===== src/rtl/pc_pkg.sv =====
// Shared types and helpers for the program-counter unit.
package pc_pkg;

  localparam int RAS_DEPTH_DEF = 4;
  localparam int RAS_PTR_W = $clog2(RAS_DEPTH_DEF);

  typedef enum logic [2:0] {
    NONE,
    JUMP,
    HOLD,
    RET,
    CALL,
    BRANCH,
    SEQ
  } act_e;

  // Sign-extend the low off_w bits of off to 64 bits; callers truncate.
  function automatic logic [63:0] sext_off(
    input logic [63:0] off,
    input int unsigned off_w
  );
    logic [63:0] r;
    r = off;
    if (off[off_w-1])
      r = off | ~((64'd1 << off_w) - 64'd1);
    return r;
  endfunction

endpackage


===== src/rtl/pc_unit_ras_stack.sv =====
// Circular return-address stack with saturating count.
module ras_stack
  import pc_pkg::*;
#(
  parameter int PC_W      = 8,
  parameter int RAS_DEPTH = RAS_DEPTH_DEF
) (
  input  logic            clk,
  input  logic            rst_n,
  input  logic            push,
  input  logic            pop,
  input  logic [PC_W-1:0] din,
  output logic [PC_W-1:0] dout,
  output logic            empty,
  output logic            full,
  output logic            ovf,
  output logic            unf
);

  localparam int PW = $clog2(RAS_DEPTH);
  localparam logic [PW:0] DEPTH = (PW+1)'(RAS_DEPTH);

  logic [PC_W-1:0] mem [RAS_DEPTH];
  logic [PW-1:0]   top;
  logic [PW:0]     cnt;
  logic [PW:0]     cnt_nxt;
  logic [PW-1:0]   top_nxt;

  assign dout = mem[top];

  always_comb begin
    cnt_nxt = cnt;
    top_nxt = top;
    if (push) begin
      top_nxt = top + 1'b1;
      if (cnt != DEPTH)
        cnt_nxt = cnt + 1'b1;
    end else if (pop && cnt != '0) begin
      top_nxt = top - 1'b1;
      cnt_nxt = cnt - 1'b1;
    end
  end

  always_ff @(posedge clk) begin
    if (!rst_n) begin
      top   <= '0;
      cnt   <= '0;
      empty <= 1'b1;
      full  <= 1'b0;
      ovf   <= 1'b0;
      unf   <= 1'b0;
    end else begin
      top   <= top_nxt;
      cnt   <= cnt_nxt;
      empty <= (cnt_nxt == '0);
      full  <= (cnt_nxt == DEPTH);
      ovf   <= push && (cnt == DEPTH);
      unf   <= pop && !push && (cnt == '0);
    end
  end

  // When full, top+1 is the oldest slot, so a push overwrites it.
  always_ff @(posedge clk) begin
    if (rst_n && push)
      mem[top_nxt] <= din;
  end

endmodule


===== src/rtl/pc_unit.sv =====
// Program counter with stall, jump, branch and call/return via RAS.
module pc_unit
  import pc_pkg::*;
#(
  parameter int              PC_W      = 8,
  parameter int              STEP      = 1,
  parameter logic [PC_W-1:0] RESET_VEC = '0,
  parameter int              OFF_W     = 8,
  parameter int              RAS_DEPTH = 2**RAS_PTR_W
) (
  input  logic             clk,
  input  logic             rst_n,
  input  logic             stall,
  input  logic             jump,
  input  logic             call,
  input  logic             ret,
  input  logic             br_taken,
  input  logic [PC_W-1:0]  tgt_addr,
  input  logic [OFF_W-1:0] br_off,
  output logic [PC_W-1:0]  pc_out,
  output logic             ras_empty,
  output logic             ras_full,
  output logic             ras_err
);

  act_e            act;
  logic [PC_W-1:0] pc_seq;
  logic [PC_W-1:0] off_ext;
  logic [PC_W-1:0] pc_nxt;
  logic [PC_W-1:0] ras_top;
  logic            ovf;
  logic            unf;

  assign pc_seq  = pc_out + PC_W'(STEP);
  assign off_ext = PC_W'(sext_off(64'(br_off), OFF_W));
  assign ras_err = ovf | unf;

  always_comb begin
    act = NONE;
    priority case (1'b1)
      jump:     act = JUMP;
      stall:    act = HOLD;
      ret:      act = RET;
      call:     act = CALL;
      br_taken: act = BRANCH;
      default:  act = SEQ;
    endcase
  end

  always_comb begin
    pc_nxt = pc_out;
    case (act)
      JUMP:    pc_nxt = tgt_addr;
      RET:     pc_nxt = ras_empty ? pc_seq : ras_top;
      CALL:    pc_nxt = tgt_addr;
      BRANCH:  pc_nxt = pc_out + off_ext;
      SEQ:     pc_nxt = pc_seq;
      default: pc_nxt = pc_out;
    endcase
  end

  always_ff @(posedge clk) begin
    if (!rst_n)
      pc_out <= RESET_VEC;
    else
      pc_out <= pc_nxt;
  end

  ras_stack #(
    .PC_W      (PC_W),
    .RAS_DEPTH (RAS_DEPTH)
  ) u_ras (
    .clk   (clk),
    .rst_n (rst_n),
    .push  (act == CALL),
    .pop   (act == RET),
    .din   (pc_seq),
    .dout  (ras_top),
    .empty (ras_empty),
    .full  (ras_full),
    .ovf   (ovf),
    .unf   (unf)
  );

endmodule


===== config.mk =====
export PLATFORM = sky130hd
export DESIGN_NAME = pc_unit
export DESIGN_NICKNAME = d
export VERILOG_FILES = /design/src/rtl/pc_pkg.sv /design/src/rtl/pc_unit_ras_stack.sv /design/src/rtl/pc_unit.sv
export SDC_FILE = /design/constraint.sdc
export NUM_CORES = 1
export LEC_CHECK = 0
export ABC_CLOCK_PERIOD_IN_PS = 5200
export BUFFER_PORTS_ARGS = -buffer_cell sky130_fd_sc_hd__buf_4
export CORE_ASPECT_RATIO = 0.75
export CORE_UTILIZATION = 50
export DETAILED_ROUTE_END_ITERATION = 16
export GPL_ROUTABILITY_DRIVEN = 0
export PLACE_DENSITY = 0.71
export SYNTH_ARGS = -nofsm -noshare
export SYNTH_HDL_FRONTEND = slang
export SYNTH_SLANG_ARGS = --single-unit

===== constraint.sdc =====
create_clock -name clk -period 5.2 [get_ports clk]
set_input_delay 0.26 -clock clk [delete_from_list [all_inputs] [get_ports clk]]
set_output_delay 0.26 -clock clk [all_outputs]
set_load 0.03 [all_outputs]

# [Word-level counts from Yosys, hierarchy flattened]
# Memories as Yosys holds them, arrays and structs flattened. A register that Yosys moved wholly into a read port is not among the register bits.
# Index checks and enable logic that the tools add are counted.
[totals] regBits=17 in_bits=23 n_memories=1 elab_cells=50 output_inout_bits=11 ramBits=32
[classes] n_mux=16 add_sub_neg=6 reduce_logical=11 bitwise=1 eq_ne=8
[mem_list] name="u_ras.mem" words=4 word_bits=8 read_ports=1 rd_clocked_by_memory_dff=1 wr=1 line_no="pc_unit_ras_stack.sv:23" source="logic [PC_W-1:0] mem [RAS_DEPTH];"
[op_table] operator="8-bit one-hot mux with 4 select lines" count=1
[op_table] operator="3-bit 2-to-1 mux" count=6
[op_table] operator="8-bit 2-to-1 mux" count=2
[op_table] operator="3-bit equality test (second input constant)" count=5
[op_table] operator="2-bit 2-to-1 mux" count=5
[op_table] operator="8-bit by 1-bit adder with 8-bit output (second input constant)" count=1
[op_table] operator="8-bit adder" count=1
[op_table] operator="3-bit zero test" count=2
[op_table] operator="1-bit logical AND" count=5
[op_table] operator="4-bit nonzero test" count=1
[op_table] operator="3-bit by 1-bit adder with 3-bit output (second input constant)" count=1
[op_table] operator="3-bit by 1-bit equality test with 1-bit output (second input constant)" count=1
[op_table] operator="3-bit by 2-bit equality test with 1-bit output (second input constant)" count=1
[op_table] operator="3-bit != test (second input constant)" count=1
[op_table] operator="3-bit nonzero test" count=1
[op_table] operator="3-bit by 1-bit subtractor with 3-bit output (second input constant)" count=1
[op_table] operator="2-bit by 1-bit adder with 2-bit output (second input constant)" count=1
[op_table] operator="1-bit 2-to-1 mux" count=2
[op_table] operator="2-bit OR reduction" count=1
[op_table] operator="2-bit by 1-bit subtractor with 2-bit output (second input constant)" count=1
[op_table] operator="1-bit zero test" count=1
[op_table] operator="1-bit OR" count=1

# [Logic depth before layout (Yosys ltp)]
# Gate-level depths: netlist (run 1).
[depth] ltp_word=10 ltp_mapped=7 mapped_depth_nobuf=7

# [Cells and area by module]
# Synthesis (run 1) repeated with hierarchy kept, for this count alone.
[unflattened] hier_cells=243 area_unflattened_um2=2730.1
[modules_own_cells] module="ras_stack" area_each_um2=1681.6 n_inst=1 cells_per_inst=101
[modules_own_cells] module="pc_unit" area_each_um2=1048.5 n_inst=1 cells_per_inst=142

# [Worst setup path after synthesis (run 1)]
# Ideal clock, no wire load.
[synth_path] path_type="input -> register" start="in ret" end="mem u_ras.mem[3][0], enable pin" path_buffers=1 path_stages=4 arrival_time_ns=1.642 setup_slack_ns=3.173 cell_sequence="buf_4 -> nor4b_4 -> nand2_1 -> nor3b_1"
[synth_between] elab_chain_len=7
[synth_lines] item="from (decl)" line_no="pc_unit.sv:16" source="input logic ret,"
[synth_lines] item="3-bit 2-to-1 mux * (3 in a row)" line_no="pc_unit.sv:40" source="priority case (1'b1)"
[synth_lines] item="3-bit by 2-bit equality test with 1-bit output or 3-bit equality test (tied branches)" line_no="pc_unit.sv:76, pc_unit.sv:75"
[synth_lines] item="1-bit logical AND (on tied branches)" line_no="pc_unit_ras_stack.sv:38, pc_unit_ras_stack.sv:64"
[synth_lines] item="2-bit 2-to-1 mux or 1-bit 2-to-1 mux (tied branches)" line_no="pc_unit_ras_stack.sv:38, pc_unit_ras_stack.sv:64"
[synth_lines] item="2-bit 2-to-1 mux or 1-bit 2-to-1 mux (tied branches)" line_no="pc_unit_ras_stack.sv:34, pc_unit_ras_stack.sv:65"
[synth_lines] item="to (decl)" line_no="pc_unit_ras_stack.sv:23"
# Mark *: on every way between the ends. The rest lies on a longest branch, timed or not.

# [Worst setup path after layout (run 1)]
[layout_path] start="reg pc_out[0]" end="reg pc_out[6]"
[layout_between] elab_chain_len=3
[layout_lines] item="from (decl)" line_no="pc_unit.sv:20" source="output logic [PC_W-1:0] pc_out,"
[layout_lines] item="from (signal assigned)" line_no="pc_unit.sv:66" source="pc_out <= pc_nxt;"
[layout_lines] item="8-bit by 1-bit adder with 8-bit output" line_no="pc_unit.sv:34" source="assign pc_seq = pc_out + PC_W'(STEP);"
[layout_lines] item="8-bit 2-to-1 mux" line_no="pc_unit.sv:54" source="RET: pc_nxt = ras_empty ? pc_seq : ras_top;"
[layout_lines] item="8-bit one-hot mux with 4 select lines *" line_no="pc_unit.sv:52" source="case (act)"
# Marks and branches as above.
# A chain may end at the register's enable or synchronous reset.

==> results of run 1 <==
-- power groups by stage --
| stage | registers (mW) | clock network (mW) | logic [mW] |
|---|---|---|---|
| 3_5_place_dp | 0.453 | 0 | 0.145 |
| 6_report | 0.444 | 0.224 | 0.146 |
| 2_1_floorplan | 0.459 | 0 | 0.0895 |
| 4_1_cts | 0.444 | 0.228 | 0.146 |
| 5_1_grt | 0.447 | 0.241 | 0.162 |
| 3_3_place_gp | 0.453 | 0 | 0.144 |
-- worst min-delay path by stage --
stage / start / end
final: tgt_addr[4] / pc_out[4]$_SDFFE_PN0P_
after global routing: rst_n / u_ras.empty$_SDFF_PN1_
after CTS: tgt_addr[4] / pc_out[4]$_SDFFE_PN0P_
after detailed placement: tgt_addr[4] / pc_out[4]$_SDFFE_PN0P_
after global placement: tgt_addr[4] / pc_out[4]$_SDFFE_PN0P_
after floorplan: rst_n / u_ras.cnt[0]$_SDFF_PN0_
-- flip-flops by register name (all words and copies together), names as in the netlist --
register and cells:
u_ras.mem 32, pc_out 8, u_ras.cnt 3, u_ras.top 2, u_ras.empty 1, u_ras.full 1
u_ras.ovf 1, u_ras.unf 1
-- through the flow --
step                hold WS (ns)  util [%]  total power [mW]  std cells
floorplan                  0.388         -             0.548        219
finish                     0.237      59.8             0.815        311
CTS                        0.229      59.8             0.818        311
global placement           0.538      58.1             0.597        303
detailed placement         0.545      58.1             0.598        303
global route               0.268      59.8             0.850        311
-- metal layers --
layer | part of all wire [%] | routed length [µm] | up-vias | GRT usage [%]
li1 | - | - | 906 | -
met1 | 52 | 2890 | 850 | 35.8
met2 | 41 | 2270 | 65 | 30.3
met3 | 7.1 | 393 | 2 | 4.46
met4 | 0.38 | 21 | 0 | 6.67
met5 | 0 | 0 | - | 0
-- cell usage in the layout (no fill, tap or decap), types with 6 or more instances in the layout --
| master | n |
|---|---|
| buf_4 | 33 |
| edfxtp_1 | 32 |
| nand2_1 | 18 |
| dfxtp_1 | 17 |
| o21ai_0 | 16 |
| a21oi_1 | 13 |
| ha_1 | 11 |
| nor2_1 | 9 |
| xnor2_1 | 8 |
| mux4_2 | 8 |
| inv_1 | 7 |
| a221oi_1 | 6 |
-- worst min-delay path, cell delays in order --
cell and delay [ns]:
buf_4 0.08, a21oi_1 0.05, a31oi_1 0.11
-- layout make-up --
| type | instances | area share (%) |
|---|---|---|
| Clock buffer | 6 | 2.45 |
| Clock inverter | 2 | 0.506 |
| Inverter | 7 | 0.886 |
| Multi-Input combinational cell | 154 | 41.4 |
| Sequential cell | 49 | 43.9 |
| Tap cell | 60 | 2.53 |
| Timing Repair Buffer | 33 | 8.35 |
-- cell families after synthesis --
group | count (synthesis) | synth area share, %
AO/OA/AOI/OAI | 63 | 16.4
XOR/XNOR | 13 | 4.36
adder cells (fa/ha/maj) | 12 | 6.04
buffers and inverters | 16 | 3.16
flip-flops | 49 | 49.8
multiplexers | 10 | 7.71
AND/OR/NAND/NOR | 56 | 12.5
==> metrics.csv, run 1 <==
metric,value,unit
Core Rows,22,
hold depth,3,
Sink Count,49,
die area,5520,µm²
Leak Pwr,1.11,nW
area of the core,4950,µm²
CTS buffer count,5,
first-pass GRT wire length,9250,µm
"EDFF count, synth",32,
power share of the clock group,27.5,%
Reg2Reg Setup Slack,3.08,ns
CP required,5.44,ns
Nets,285,
largest cells by area after synthesis,"edfxtp_1, dfxtp_1, mux4_2, ha_1, o21ai_0",
Post-Syn Area,2610,µm²
num ports,34,
CP endpoint,pc_out[6]$_SDFFE_PN0P_,
Yosys warning count,0,
Psw,0.229,mW
cell taking the most area after synthesis,edfxtp_1,
Internal Power,0.585,mW
Final HPWL DP,4270,µm
n_diodes,0,
Final Instance Area,2970,µm²
Fin Clk Skew,0.00550,ns
dominant synthesized flop cell,edfxtp_1,
Worst Setup Slack post-DPL,2.74,ns
area delta synth->final,13.6,%
multi-input logic area,1230,µm²
Hold Crit Class,input pin to register,
Comb power frac,17.9,%
Max-slew headroom,20.5,%
DR pass1 iterations,4,
pins over their slew limit,0,
syn nets,254,
Initial DRC Count,137,
Final ANT Viol Nets,0,
clock transition at the registers of the reported paths,0.09,ns
vias in the first global route,1792,
TritonCTS clock tree,built,
Die X-Extent,85.4,µm
Hold Fails Final Rpt,0,
top-count cell post-synth,edfxtp_1,
number of port buffers,33,
RSZ-0062 raised after global routing,no,
initial antenna violation count,0,
Max Clk Rate,471,MHz
Critical Path Stages,7,
worst-skew pair later-pin latency,0.30,ns
CTS root buffer,clkbuf_8,
ys async rst share,0,%
DR vias,1823,
slew at the pin with the worst max-slew slack,1.18,ns
residual DRC count,0,
setup TNS,0,ns
Yosys reg bits,49,
Longest Clk Path Bufs,2,
WL/cell,17.9,µm
placed instance area,2880,µm²
CP Cell Sequence,ha_1 -> fa_1 -> a211oi_1 -> o21bai_1 -> a21oi_1 -> a32oi_1 -> a21oi_1,
Final period util,40.8,%
worst vdd ir,0.112,mV
Yosys cell types,49,
syn avg cell area,11.9,µm²
Synth top area share,36.8,%
largest net degree at the start of global routing,19,
Critical Path AT,2.36,ns
CP top delay family,compound AO/OA/AOI/OAI gates,
die height,64.6,µm
R2R cell count,7,
CP max stage delay,0.43,ns
Max Cap Viol,0,
slowest CP cell,fa_1,
Reg2Reg Launch Point,pc_out[0]$_SDFFE_PN0P_,
fill cell count,419,
sequential share of the synthesized area,49.8,%
RR Endpoint,pc_out[6]$_SDFFE_PN0P_,
critical path capture point type,register,
outcome,"finished, final reports clean",
critical path buffer and inverter count,0,
startpoint types,register,
"Top cell by count, worst path",a21oi_1,
post-CTS setup repair buffer count,0,
Post-CTS Hold Buffers,0,
routed vias/inst,5.86,
sequential cell area,1300,µm²
"top cells by count, synth","edfxtp_1, nand2_1, dfxtp_1",
H-tree lvl count,2,
Setup crit start,pc_out[0]$_SDFFE_PN0P_,
P per Cell Area,275,nW/µm²
Starting Density,52.7,%
Net Sw Frac,28.2,%
final setup violation count,0,
grt ovf,0,
Cells after Synth,219,
WS Path Type,register to register,
CP Max Fanout,10,
final wirelength,5570,µm
total track usage,22.5,%
final worst slack,3.08,ns
Resized cells post-CTS,0,
Reg power frac,54.5,%
layout cells sized above 1,21.5,%
min Tclk post-route,2.12,ns
Note: power is estimated with default switching activity, not from simulation.
==> inputs of run 2 (changes only) <==
--- a/config.mk
+++ b/config.mk
@@ -5,13 +5,13 @@
 export SDC_FILE = /design/constraint.sdc
 export NUM_CORES = 1
 export LEC_CHECK = 0
-export ABC_CLOCK_PERIOD_IN_PS = 5200
+export ABC_CLOCK_PERIOD_IN_PS = 1700
 export BUFFER_PORTS_ARGS = -buffer_cell sky130_fd_sc_hd__buf_4
 export CORE_ASPECT_RATIO = 0.75
 export CORE_UTILIZATION = 50
 export DETAILED_ROUTE_END_ITERATION = 16
 export GPL_ROUTABILITY_DRIVEN = 0
-export PLACE_DENSITY = 0.71
+export PLACE_DENSITY = 0.73
 export SYNTH_ARGS = -nofsm -noshare
 export SYNTH_HDL_FRONTEND = slang
 export SYNTH_SLANG_ARGS = --single-unit
==> constraint.sdc (replaced) <==
create_clock -name clk -period 1.7 [get_ports clk]
set_input_delay 0.085 -clock clk [delete_from_list [all_inputs] [get_ports clk]]
set_output_delay 0.085 -clock clk [all_outputs]
set_load 0.03 [all_outputs]
==> metrics.csv, run 2 (synthesis gave the netlist of run 1 again) <==
metric,value,unit,change
pins over their slew limit,0,,unchanged
"commonest cells after routing, fill and taps aside","buf_4, edfxtp_1, nand2_1, o21ai_0, dfxtp_1",,"was buf_4, edfxtp_1, nand2_1, dfxtp_1, o21ai_0"
residual DRC count,0,,unchanged
DR vias,2027,,was 1823
Final period util,99.3,%,was 40.8%
number of port buffers,33,,unchanged
CP required,1.91,ns,was 5.44 ns
top flop regs,"u_ras.mem (32), pc_out (8), u_ras.cnt (3)",,unchanged
Die X-Extent,85.4,µm,unchanged
DP Cell Count,331,,was 303
Nets,315,,was 285
slew at the pin with the worst max-slew slack,0.636,ns,was 1.18 ns
Starting Density,52.7,%,unchanged
critical path capture point type,register,,unchanged
final wirelength,6070,µm,was 5570 µm
Final Non-Filler Cells,341,,was 311
Net Sw Frac,29.0,%,was 28.2%
CP Max Fanout,3,,was 10
WL/cell,17.8,µm,was 17.9 µm
largest net degree at the start of global routing,19,,unchanged
n_diodes,0,,unchanged
Max Clk Rate,593,MHz,was 471 MHz
min Tclk post-route,1.69,ns,was 2.12 ns
grt ovf,0,,unchanged
Hold Crit Class,input pin to register,,unchanged
H-tree lvl count,2,,unchanged
area of the core,4950,µm²,unchanged
Final HPWL DP,4590,µm,was 4270 µm
layout cells sized above 1,37.0,%,was 21.5%
Internal Power,1.88,mW,was 0.585 mW
Comb power frac,22.7,%,was 17.9%
first-pass GRT wire length,9830,µm,was 9250 µm
fill cell count,362,,was 419
Final Instance Area,3330,µm²,was 2970 µm²
Top reg by flops,u_ras.mem,,unchanged
area delta synth->final,27.6,%,was 13.6%
Hold Fails Final Rpt,0,,unchanged
clock transition at the registers of the reported paths,0.10,ns,was 0.09 ns
total track usage,24.0,%,was 22.5%
power share of the clock group,26.9,%,was 27.5%
Final ANT Viol Nets,0,,unchanged
die height,64.6,µm,unchanged
Metal-1 WL,2840,µm,was 2890 µm
"most common cell after layout, fill and taps aside",buf_4,,unchanged
Leak Pwr,1.30,nW,was 1.11 nW
Core Rows,22,,unchanged
Critical Path AT,1.90,ns,was 2.36 ns
Post-CTS Hold Buffers,0,,unchanged
top sig layer,met4,,unchanged
Overall Power,2.64,mW,was 0.815 mW
Max-slew headroom,57.5,%,was 20.5%
startpoint types,register,,unchanged
routed vias/inst,5.94,,was 5.86
RSZ-0062 raised after global routing,yes,,was no
WL met3,546,µm,was 393 µm
CTS buffer count,5,,unchanged
Longest Clk Path Bufs,2,,unchanged
final setup violation count,0,,unchanged
die area,5520,µm²,unchanged
max reg flops,32,,unchanged
TritonCTS clock tree,built,,unchanged
Reg power frac,50.4,%,was 54.5%
Psw,0.768,mW,was 0.229 mW
P per Cell Area,794,nW/µm²,was 275 nW/µm²
placed instance area,3160,µm²,was 2880 µm²
initial antenna violation count,0,,unchanged
sequential cell area,1320,µm²,was 1300 µm²
worst-skew pair later-pin latency,0.31,ns,was 0.30 ns
setup TNS,0,ns,unchanged
Sink Count,49,,unchanged
CTS root buffer,clkbuf_8,,unchanged
DR pass1 iterations,4,,unchanged
outcome,"finished, final reports clean",,unchanged
Initial DRC Count,195,,was 137
Fin Clk Skew,0.0129,ns,was 0.00550 ns
worst vdd ir,0.469,mV,was 0.112 mV
WS Path Type,register to register,,unchanged
routed length on met2,2590,µm,was 2270 µm
vias in the first global route,1954,,was 1792
Max Cap Viol,0,,unchanged
multi-input logic area,1320,µm²,was 1230 µm²
num ports,34,,unchanged
## run 2: cell count changes in the layout (fill, tap and decap cells not counted), moves of 3 or more
cell	before	now
a221oi_1	6	2
a21oi_2	0	3
a221oi_2	0	4
dfxtp_4	0	3
a21oi_1	13	10
dfxtp_1	17	12
buf_4	33	60
## run 2: repair_timing
item                       4_1_cts  5_1_grt
resized for setup               10        3
pin swaps                       10        5
buffers inserted                 1        1
setup endpoints to repair        4        5
cloned                           0        0
## run 2: per-layer routing
layer	vias to the layer above	global-route usage [%]
met4	0	8.33
met2	94	34.6
met3	8	4.33
met1	956	36.3
met5	-	0
li1	969	-
## run 2: worst paths after layout
kind                                         startpoint                endpoint  slack, ns  depth (start not counted)
worst max-delay path             pc_out[0]$_SDFFE_PN0P_  pc_out[2]$_SDFFE_PN0P_       0.01                          6
worst min-delay path                              rst_n  u_ras.empty$_SDFF_PN1_       0.07                          2
worst max register to register   pc_out[0]$_SDFFE_PN0P_  pc_out[2]$_SDFFE_PN0P_       0.01                          6
worst min register to register  u_ras.cnt[2]$_SDFF_PN0_    u_ras.ovf$_SDFF_PN0_       0.54                          2
## run 2: cell type report
cell class                 instances  share of cell area, %
inverter                           7                  0.789
sequential                        49                   39.5
multi-input combinational        154                   39.7
tap                               60                   2.25
clock buffer                       5                   2.07
clock inverter                     3                  0.639
timing repair buffer              63                   15.1
## run 2: critical path: stages, from the launching register on
cell and delay (ns):
dfxtp_4 0.37, ha_4 0.16, fa_2 0.37, xor2_1 0.16, a221o_1 0.30, a221oi_2 0.17, nor2_1 0.06
## run 2: through the flow
stage               utilization, %  hold slack [ns]  setup WS [ns]
finish                        67.2           0.0703         0.0123
global route                  67.2           0.0770        -0.0552
CTS                           66.8           0.0583       -0.00316
detailed placement            63.7            0.387         -0.101
global placement              63.7            0.385        -0.0610
floorplan                        -            0.213         -0.152
## run 2: power groups by stage
| stage | sequential, mW | combinational [mW] | clock [mW] |
|---|---|---|---|
| global route | 1.34 | 0.650 | 0.761 |
| floorplan | 1.41 | 0.286 | 0 |
| global placement | 1.36 | 0.548 | 0 |
| detailed placement | 1.36 | 0.553 | 0 |
| finish | 1.33 | 0.600 | 0.712 |
| CTS | 1.33 | 0.584 | 0.721 |
